## src/rtl/mem_access_unit.sv

```systemverilog
// mem_access_unit
//   Initiator-side controller for a word-only data memory. Accepts byte,
//   halfword and word loads/stores from the datapath, returns loads sign- or
//   zero-extended, and performs sub-word stores as read-modify-write.
//   Misaligned or out-of-range requests complete with err=1 and never touch
//   memory.
//
// Ports
//   clk, reset_n                 clock (rising edge), async active-low reset
//   req, we, size, sign_ext      request strobe and its attributes (IDLE only)
//   addr, wdata                  byte address, right-aligned store data
//   rdata                        load result, held until the next load completes
//   busy, done, err              status: not idle / end-of-request pulse / error
//   MemRead, MemWrite            memory enables (decoded from state)
//   address, writeData           word-aligned memory address and full write word
//   readData                     combinational memory read data
module mem_access_unit #(
    parameter int ADDR_W    = 32,
    parameter int MEM_BYTES = 1024
) (
    input  logic              clk,
    input  logic              reset_n,
    input  logic              req,
    input  logic              we,
    input  logic [1:0]        size,
    input  logic              sign_ext,
    input  logic [ADDR_W-1:0] addr,
    input  logic [31:0]       wdata,
    output logic [31:0]       rdata,
    output logic              busy,
    output logic              done,
    output logic              err,
    output logic              MemRead,
    output logic              MemWrite,
    output logic [ADDR_W-1:0] address,
    output logic [31:0]       writeData,
    input  logic [31:0]       readData
);

    localparam logic [ADDR_W-1:0] MEM_LIMIT = ADDR_W'(MEM_BYTES);

    typedef enum logic [1:0] {IDLE, READ, WRITE, DONE} state_t;

    state_t      state, state_nx;
    logic        we_q, sext_q, err_q;
    logic [1:0]  size_q, lane_q;
    logic [15:0] wdata_q;   // only the sub-word part is needed after IDLE

    logic        req_err;
    logic [31:0] merged, extracted;
    logic [7:0]  byte_v;
    logic [15:0] half_v;

    // Request validity: size 11 behaves as a word.
    always_comb begin
        req_err = 1'b0;
        if (size == 2'b01 && addr[0])
            req_err = 1'b1;
        if (size[1] && addr[1:0] != 2'b00)
            req_err = 1'b1;
        if (addr >= MEM_LIMIT)
            req_err = 1'b1;
    end

    always_comb begin
        state_nx = state;
        case (state)
            IDLE: begin
                if (req) begin
                    if (req_err)
                        state_nx = DONE;
                    else if (we && size[1])
                        state_nx = WRITE;
                    else
                        state_nx = READ;  // loads and sub-word RMW stores
                end
            end
            READ:    state_nx = we_q ? WRITE : DONE;
            WRITE:   state_nx = DONE;
            DONE:    state_nx = IDLE;
            default: state_nx = IDLE;
        endcase
    end

    // Little-endian lane extract and merge against the captured read word.
    always_comb begin
        byte_v = readData[{lane_q, 3'b000} +: 8];
        half_v = readData[{lane_q[1], 4'b0000} +: 16];

        merged = readData;
        if (size_q == 2'b00)
            merged[{lane_q, 3'b000} +: 8] = wdata_q[7:0];
        else
            merged[{lane_q[1], 4'b0000} +: 16] = wdata_q;

        case (size_q)
            2'b00:   extracted = {{24{sext_q & byte_v[7]}}, byte_v};
            2'b01:   extracted = {{16{sext_q & half_v[15]}}, half_v};
            default: extracted = readData;
        endcase
    end

    always_ff @(posedge clk or negedge reset_n) begin
        if (!reset_n) begin
            state     <= IDLE;
            we_q      <= 1'b0;
            sext_q    <= 1'b0;
            err_q     <= 1'b0;
            size_q    <= '0;
            lane_q    <= '0;
            wdata_q   <= '0;
            rdata     <= '0;
            address   <= '0;
            writeData <= '0;
        end else begin
            state <= state_nx;
            case (state)
                IDLE: begin
                    if (req) begin
                        we_q    <= we;
                        size_q  <= size;
                        sext_q  <= sign_ext;
                        lane_q  <= addr[1:0];
                        wdata_q <= wdata[15:0];
                        err_q   <= req_err;
                        address <= {addr[ADDR_W-1:2], 2'b00};
                        if (!req_err && we && size[1])
                            writeData <= wdata;
                    end
                end
                READ: begin
                    if (we_q)
                        writeData <= merged;
                    else
                        rdata <= extracted;
                end
                default: ;
            endcase
        end
    end

    assign busy     = (state != IDLE);
    assign done     = (state == DONE);
    assign err      = (state == DONE) && err_q;
    assign MemRead  = (state == READ);
    assign MemWrite = (state == WRITE);

endmodule

```

## config.mk

```make
export PLATFORM = sky130hd
export DESIGN_NAME = mem_access_unit
export DESIGN_NICKNAME = d
export VERILOG_FILES = /design/src/rtl/mem_access_unit.sv
export SDC_FILE = /design/constraint.sdc
export NUM_CORES = 1
export LEC_CHECK = 0
export ABC_AREA = 0
export BUFFER_PORTS_ARGS = -buffer_cell sky130_fd_sc_hd__buf_4
export CORE_ASPECT_RATIO = 1.5
export CORE_MARGIN = 3
export CORE_UTILIZATION = 40
export DETAILED_ROUTE_END_ITERATION = 8
export PLACE_DENSITY_LB_ADDON = 0.2
export SLEW_MARGIN = 20
export SYNTH_ARGS = -nofsm -noshare
export SYNTH_HDL_FRONTEND = slang
export SYNTH_SLANG_ARGS = --single-unit
export TNS_END_PERCENT = 5
```

## constraint.sdc

```tcl
create_clock -name clk -period 2.45 [get_ports clk]
set_input_delay 0.245 -clock clk [delete_from_list [all_inputs] [get_ports clk]]
set_output_delay 0.245 -clock clk [all_outputs]
set_load 0.02 [all_outputs]
```

==> results.json, run 1 <==
{
  "dieArea_um2": 18100,
  "cts_setup_buffers": 0,
  "fmax_mhz": 455,
  "tns_ns": 0,
  "synth.top_cell.area_share_pct": 45.1,
  "cts_tree": "built",
  "yosysSeqAreaShare_pct": 45.1,
  "nFillCells": 1375,
  "end_kind": "flop",
  "wirelength_um": 23600,
  "htree_levels": 4,
  "timing.rr.end": "writeData[2]$_DFFE_PN0P_",
  "r2r_setup_slack_ns": 0.25,
  "netlist_area_um2": 6600,
  "setup_viol": 0,
  "layout_commonest_cell": "buf_4",
  "reg2regPathDepth": 6,
  "die_h_um": 163,
  "cts-resized-gates": 0,
  "start_util_pct": 41.5,
  "finalNetCount": 954,
  "use_met3_pct": 7.12,
  "grt_pass1_vias": 6520,
  "status": "finished, final reports clean",
  "rows": 56,
  "critPathKind": "reg -> reg",
  "synthTopCellsByArea": "dfrtp_1, mux2_2, o211ai_1, nand2_1, a221o_1",
  "cts.sinks": 119,
  "grt_max_degree": 51,
  "path_depth": 6,
  "drt_pass1_iterations": 6,
  "worstPathRequired_ns": 2.73,
  "finalMaxSlewViolations": 0,
  "crit_path_end": "writeData[2]$_DFFE_PN0P_",
  "rsz0062_at_grt": "no",
  "path_cells": "inv_1, ha_1, or3b_2, a221o_1, o2111ai_1, o211ai_1",
  "grtUsageTotal_pct": 25.9,
  "path_clk_slew_ns": 0.06,
  "final_cell_mix": "buf_4, dfrtp_1, nand2_1",
  "fin_crit_sh_pct": 89.8,
  "gp_congestion": 0.929,
  "crit_family": "simple AND/OR/NAND/NOR gates",
  "globalRouteOverflowTotal": 0,
  "timing.hold.ws_ns": 0.0610,
  "wire_per_inst_um": 22.3,
  "path_buf_inv": 1,
  "drcViolationCount": 0,
  "grt_util_met2_pct": 43.8,
  "syn_area_per_cell_um2": 10.1,
  "clk-insertion-delay-late_ns": 0.41,
  "cellLeakagePower_nw": 4.01,
  "clockBufferDepth": 2,
  "hold_viol_final": 0,
  "critPathMaxStageDelay_ns": 0.77,
  "crit_arrival_ns": 2.48,
  "yosysTopAreaCell": "dfrtp_1",
  "drive_above_1_share_pct": 38.6,
  "clock_skew_ns": 0.00732,
  "p_per_area_nw_per_um2": 1550,
  "diodes": 0,
  "avgViaCountPerCell": 6.04,
  "syn2layout_area_growth_pct": 36.8,
  "ff_latch_area_um2": 2980,
  "antenna_found_initial": 0,
  "grt_pass1_wl_um": 36600,
  "die_w_um": 111,
  "syn_inst": 652,
  "ys_ff_latch": 119,
  "crit_fanout": 32,
  "met1_usage_pct": 29.3,
  "num_vias": 6392,
  "core_um2": 15900,
  "drt.antenna.violating_nets": 0,
  "startpoint": "state[1]$_DFFE_PN0P_",
  "cts_hold_buf": 1,
  "top_usage_layer": "met2",
  "slew_headroom_pct": 48.3,
  "dp_hpwl_um": 17600,
  "initialDrtViolationCount": 363,
  "crit_slowest_cell": "or3b_2",
  "tightest_slew_ns": 0.770,
  "ir_drop_mv": 0.838,
  "cts_root_buf": "clkbuf_16",
  "multi_input_area_um2": 3320,
  "max_cap_violations": 0,
  "ys_types": 41,
  "port_buffers": 201,
  "hp-class": "in -> reg",
  "ios": 204,
  "yosys_warnings": 0,
  "worstSetupStartpointType": "flop",
  "timing.rr.start": "state[1]$_DFFE_PN0P_",
  "fin_crit_ns": 2.20,
  "cts_buffers": 17
}
## report_power, final
part	total [mW]	internal (mW)	switching, mW
registers	3.92	3.03	0.892
clock network	2.70	1.74	0.966
logic	7.38	3.17	4.21
total	14.0	7.93	6.07
## layout make-up
class,count,area share (%)
clock buffer,18,4.86
clock inverter,14,2.18
inverter,20,0.831
multi-input combinational,455,36.7
sequential,119,33.0
tap,203,2.81
timing repair buffer,229,19.6
## logic make-up after synthesis
group / share of synthesized area (%)
AOI/OAI and AO/OA: 25.2
adders and majority gates: 1.71
buffers and inverters: 4.81
muxes: 14.2
DFF: 45.1
and+or+nand+nor: 8.85
other: 0.0568
## through the flow
step           total power, mW  instances  setup WS, ns  area, µm²  util (%)
3_3_place_gp              11.1       1025         0.348       8390      52.7
5_1_grt                   14.9       1058         0.164       9030      56.8
2_1_floorplan             8.38        653       0.00290       6610         -
3_5_place_dp              11.3       1025         0.282       8390      52.7
6_report                  14.0       1058         0.251       9030      56.8
4_1_cts                   14.1       1058         0.262       9030      56.8
## per-layer routing
metal,routed length [µm],part of all wire [%],up-vias
met2,11900,50,324
met5,0,0,-
met4,1400,5.9,0
met1,8490,36,3128
li1,-,-,2856
met3,1840,7.8,84
## cell usage after synthesis
master	instances
o21ai_2	10
a211oi_1	1
ha_1	9
and4b_1	1
dfrtp_1	119
buf_1	3
o2111ai_1	32
buf_4	2
nand2b_1	2
inv_1	20
or3b_2	1
o31ai_1	1
nand2_1	93
a221o_1	33
conb_1	1
clkbuf_1	48
nor2_1	18
buf_6	1
nand4_1	2
buf_2	5
a311oi_2	1
nor3_1	5
a21oi_1	41
o21ai_1	1
o21ai_0	24
or2_2	1
mux4_2	1
o22ai_1	1
o21a_1	3
and2_1	1
and3_1	1
a2111o_1	1
nor2b_1	3
o2bb2ai_1	1
a222oi_1	7
mux2_2	53
nor4_1	5
nor4bb_1	3
o211ai_1	64
mux2i_1	32
o21bai_1	1
## state kept, by name, indices dropped and copies added, names as in the netlist
signal     cells
lane_q         2
state          2
err_q          1
address       30
wdata_q       16
we_q           1
sext_q         1
size_q         2
writeData     32
rdata         32
## how the worst min path moves through the flow
stage	start	end	slack [ns]	depth (start not counted)
2_1_floorplan	reset_n	address[10]$_DFFE_PN0P_	-0.05	0
3_3_place_gp	reset_n	address[9]$_DFFE_PN0P_	0.27	1
3_5_place_dp	reset_n	address[9]$_DFFE_PN0P_	0.28	1
4_1_cts	addr[6]	address[6]$_DFFE_PN0P_	0.04	2
5_1_grt	addr[6]	address[6]$_DFFE_PN0P_	0.04	2
6_report	addr[6]	address[6]$_DFFE_PN0P_	0.06	2
Power figures use the tool's default switching activity.
==> run 2: changes to the inputs <==
--- a/config.mk
+++ b/config.mk
@@ -11,7 +11,7 @@
 export CORE_MARGIN = 3
 export CORE_UTILIZATION = 40
 export DETAILED_ROUTE_END_ITERATION = 8
-export PLACE_DENSITY_LB_ADDON = 0.2
+export PLACE_DENSITY = 0.67
 export SLEW_MARGIN = 20
 export SYNTH_ARGS = -nofsm -noshare
 export SYNTH_HDL_FRONTEND = slang
==> run 2 against run 1 <==
Net effect: wire length decreased by 1.9%; clock power hardly changed; sequential power about the same; clock skew shrank 0.0017 ns; combinational power barely moved; final cell count is 0.47% lower; sequential cell count is the same; sequential share of layout area barely moved; worst hold slack improved by 0.0020 ns; via count fell by 1.3%; critical endpoint is now rdata[26]$_DFFE_PN0P_; largest power group unchanged.
==> results.json, run 2 (synthesized netlist as in run 1, its figures left out) <==
{
  "cts_buffers": 17,
  "clockBufferDepth": 2,
  "hp-class": "in -> reg",
  "drcViolationCount": 0,
  "crit_slowest_cell": "a2111o_1",
  "cts_root_buf": "clkbuf_16",
  "cts.sinks": 119,
  "final_cell_mix": "buf_4, dfrtp_1, nand2_1",
  "critPathMaxStageDelay_ns": 0.72,
  "drt.antenna.violating_nets": 0,
  "grt_max_degree": 49,
  "syn2layout_area_growth_pct": 36.6,
  "avgViaCountPerCell": 5.99,
  "cts_hold_buf": 1,
  "start_util_pct": 41.5,
  "fin_crit_sh_pct": 94.3,
  "final_cells": 1053,
  "core_um2": 15900,
  "finalMaxSlewViolations": 0,
  "diodes": 0,
  "port_buffers": 201,
  "drt_pass1_iterations": 5,
  "worstSetupStartpointType": "flop",
  "globalRouteOverflowTotal": 0,
  "critPathKind": "reg -> reg",
  "wire_per_inst_um": 22.0,
  "rows": 56,
  "fin_crit_ns": 2.31,
  "crit_arrival_ns": 2.63,
  "top_regs": "rdata: 32 flops, writeData: 32 flops, address: 30 flops",
  "tightest_slew_ns": 0.741,
  "wirelength_um": 23100,
  "layout_commonest_cell": "buf_4",
  "die_w_um": 111,
  "crit_family": "compound AO/OA/AOI/OAI gates",
  "worstPathRequired_ns": 2.77,
  "timing.hold.ws_ns": 0.0629,
  "cellLeakagePower_nw": 4.00,
  "dp_hpwl_um": 17300,
  "htree_levels": 4,
  "grt_pass1_wl_um": 36700,
  "tns_ns": 0,
  "slew_headroom_pct": 50.2,
  "cts-resized-gates": 0,
  "grt_pass1_vias": 6440,
  "ir_drop_mv": 0.838,
  "setup_viol": 0,
  "fmax_mhz": 433,
  "ios": 204,
  "clk-insertion-delay-late_ns": 0.42,
  "cts_setup_buffers": 0,
  "end_kind": "flop",
  "grtUsageTotal_pct": 25.5,
  "gp_congestion": 0.916,
  "clock_skew_ns": 0.00561,
  "rsz0062_at_grt": "no",
  "num_vias": 6312,
  "dieArea_um2": 18100,
  "nFillCells": 1393,
  "path_cells": "inv_1, ha_1, buf_4, nand2b_1, a2111o_1, o21ai_0",
  "path_buf_inv": 2,
  "drive_above_1_share_pct": 38.2,
  "max_cap_violations": 0,
  "die_h_um": 163,
  "status": "finished, final reports clean",
  "initialDrtViolationCount": 551,
  "antenna_found_initial": 0,
  "p_per_area_nw_per_um2": 1550,
  "crit_fanout": 39,
  "finalNetCount": 949,
  "cts_tree": "built",
  "dpl.cell_count": 1020,
  "hold_viol_final": 0,
  "path_clk_slew_ns": 0.06
}
==> run 2: cell types whose count changed in the layout (fill, tap and decap cells not counted) <==
cell and delta:
buf_12 +2, buf_4 -7, clkinvlp_4 -1, clkinv_4 +2, inv_6 -1
==> run 2: per-layer routing <==
layer	part of all wire (%)	up-vias	global-route usage [%]	wire (µm)
met4	3.8	0	10.5	869
met3	7.0	63	5.45	1620
met2	52	312	44.6	12000
met1	37	3100	30.6	8600
met5	0	-	0	0
li1	-	2837	-	-
==> run 2: cell type report <==
type	instances	area (µm²)	share of cell area [%]
Clock inverter	14	198	2.19
Inverter	20	75.1	0.832
Tap cell	203	254	2.82
Multi-Input combinational cell	455	3320	36.8
Sequential cell	119	2980	33.0
Clock buffer	18	439	4.87
Timing Repair Buffer	224	1760	19.5
==> run 2: metrics by stage <==
step / power, mW / setup WS, ns / utilization, % / instance area, µm²
after floorplan: 8.38 / 0.00290 / - / 6610
after global placement: 11.0 / 0.344 / 52.6 / 8370
after detailed placement: 11.3 / 0.195 / 52.6 / 8370
after CTS: 14.0 / 0.152 / 56.7 / 9020
after global routing: 14.9 / 0.0340 / 56.7 / 9020
final: 14.0 / 0.138 / 56.7 / 9020
==> run 2: path summary, 6_finish.rpt <==
kind                                 startpoint                endpoint  slack (ns)  cells past startpoint
min reg2reg                   err_q$_DFFE_PN0P_       err_q$_DFFE_PN0P_        0.47                      2
max in group asynchronous               reset_n   lane_q[1]$_DFFE_PN0P_        1.49                      3
min in group asynchronous               reset_n    rdata[5]$_DFFE_PN0P_        0.33                      2
min                                     addr[3]  address[3]$_DFFE_PN0P_        0.06                      2
max                        state[1]$_DFFE_PN0P_   rdata[26]$_DFFE_PN0P_        0.14                      6
max reg2reg                state[1]$_DFFE_PN0P_   rdata[26]$_DFFE_PN0P_        0.14                      6
==> run 2: worst reg2reg max path, delay by kind of cell, from the launching register on <==
kind                       cells  cell delay [ns]
buffers and inverters          2             0.50
adders and majority gates      1             0.16
and+or+nand+nor                1             0.20
AOI/OAI and AO/OA              2             0.95
DFF                            1             0.40
==> run 2: power breakdown <==
group	internal [mW]	switching (mW)	total [mW]
logic	3.16	4.19	7.35
registers	3.03	0.901	3.93
clock network	1.74	0.948	2.68
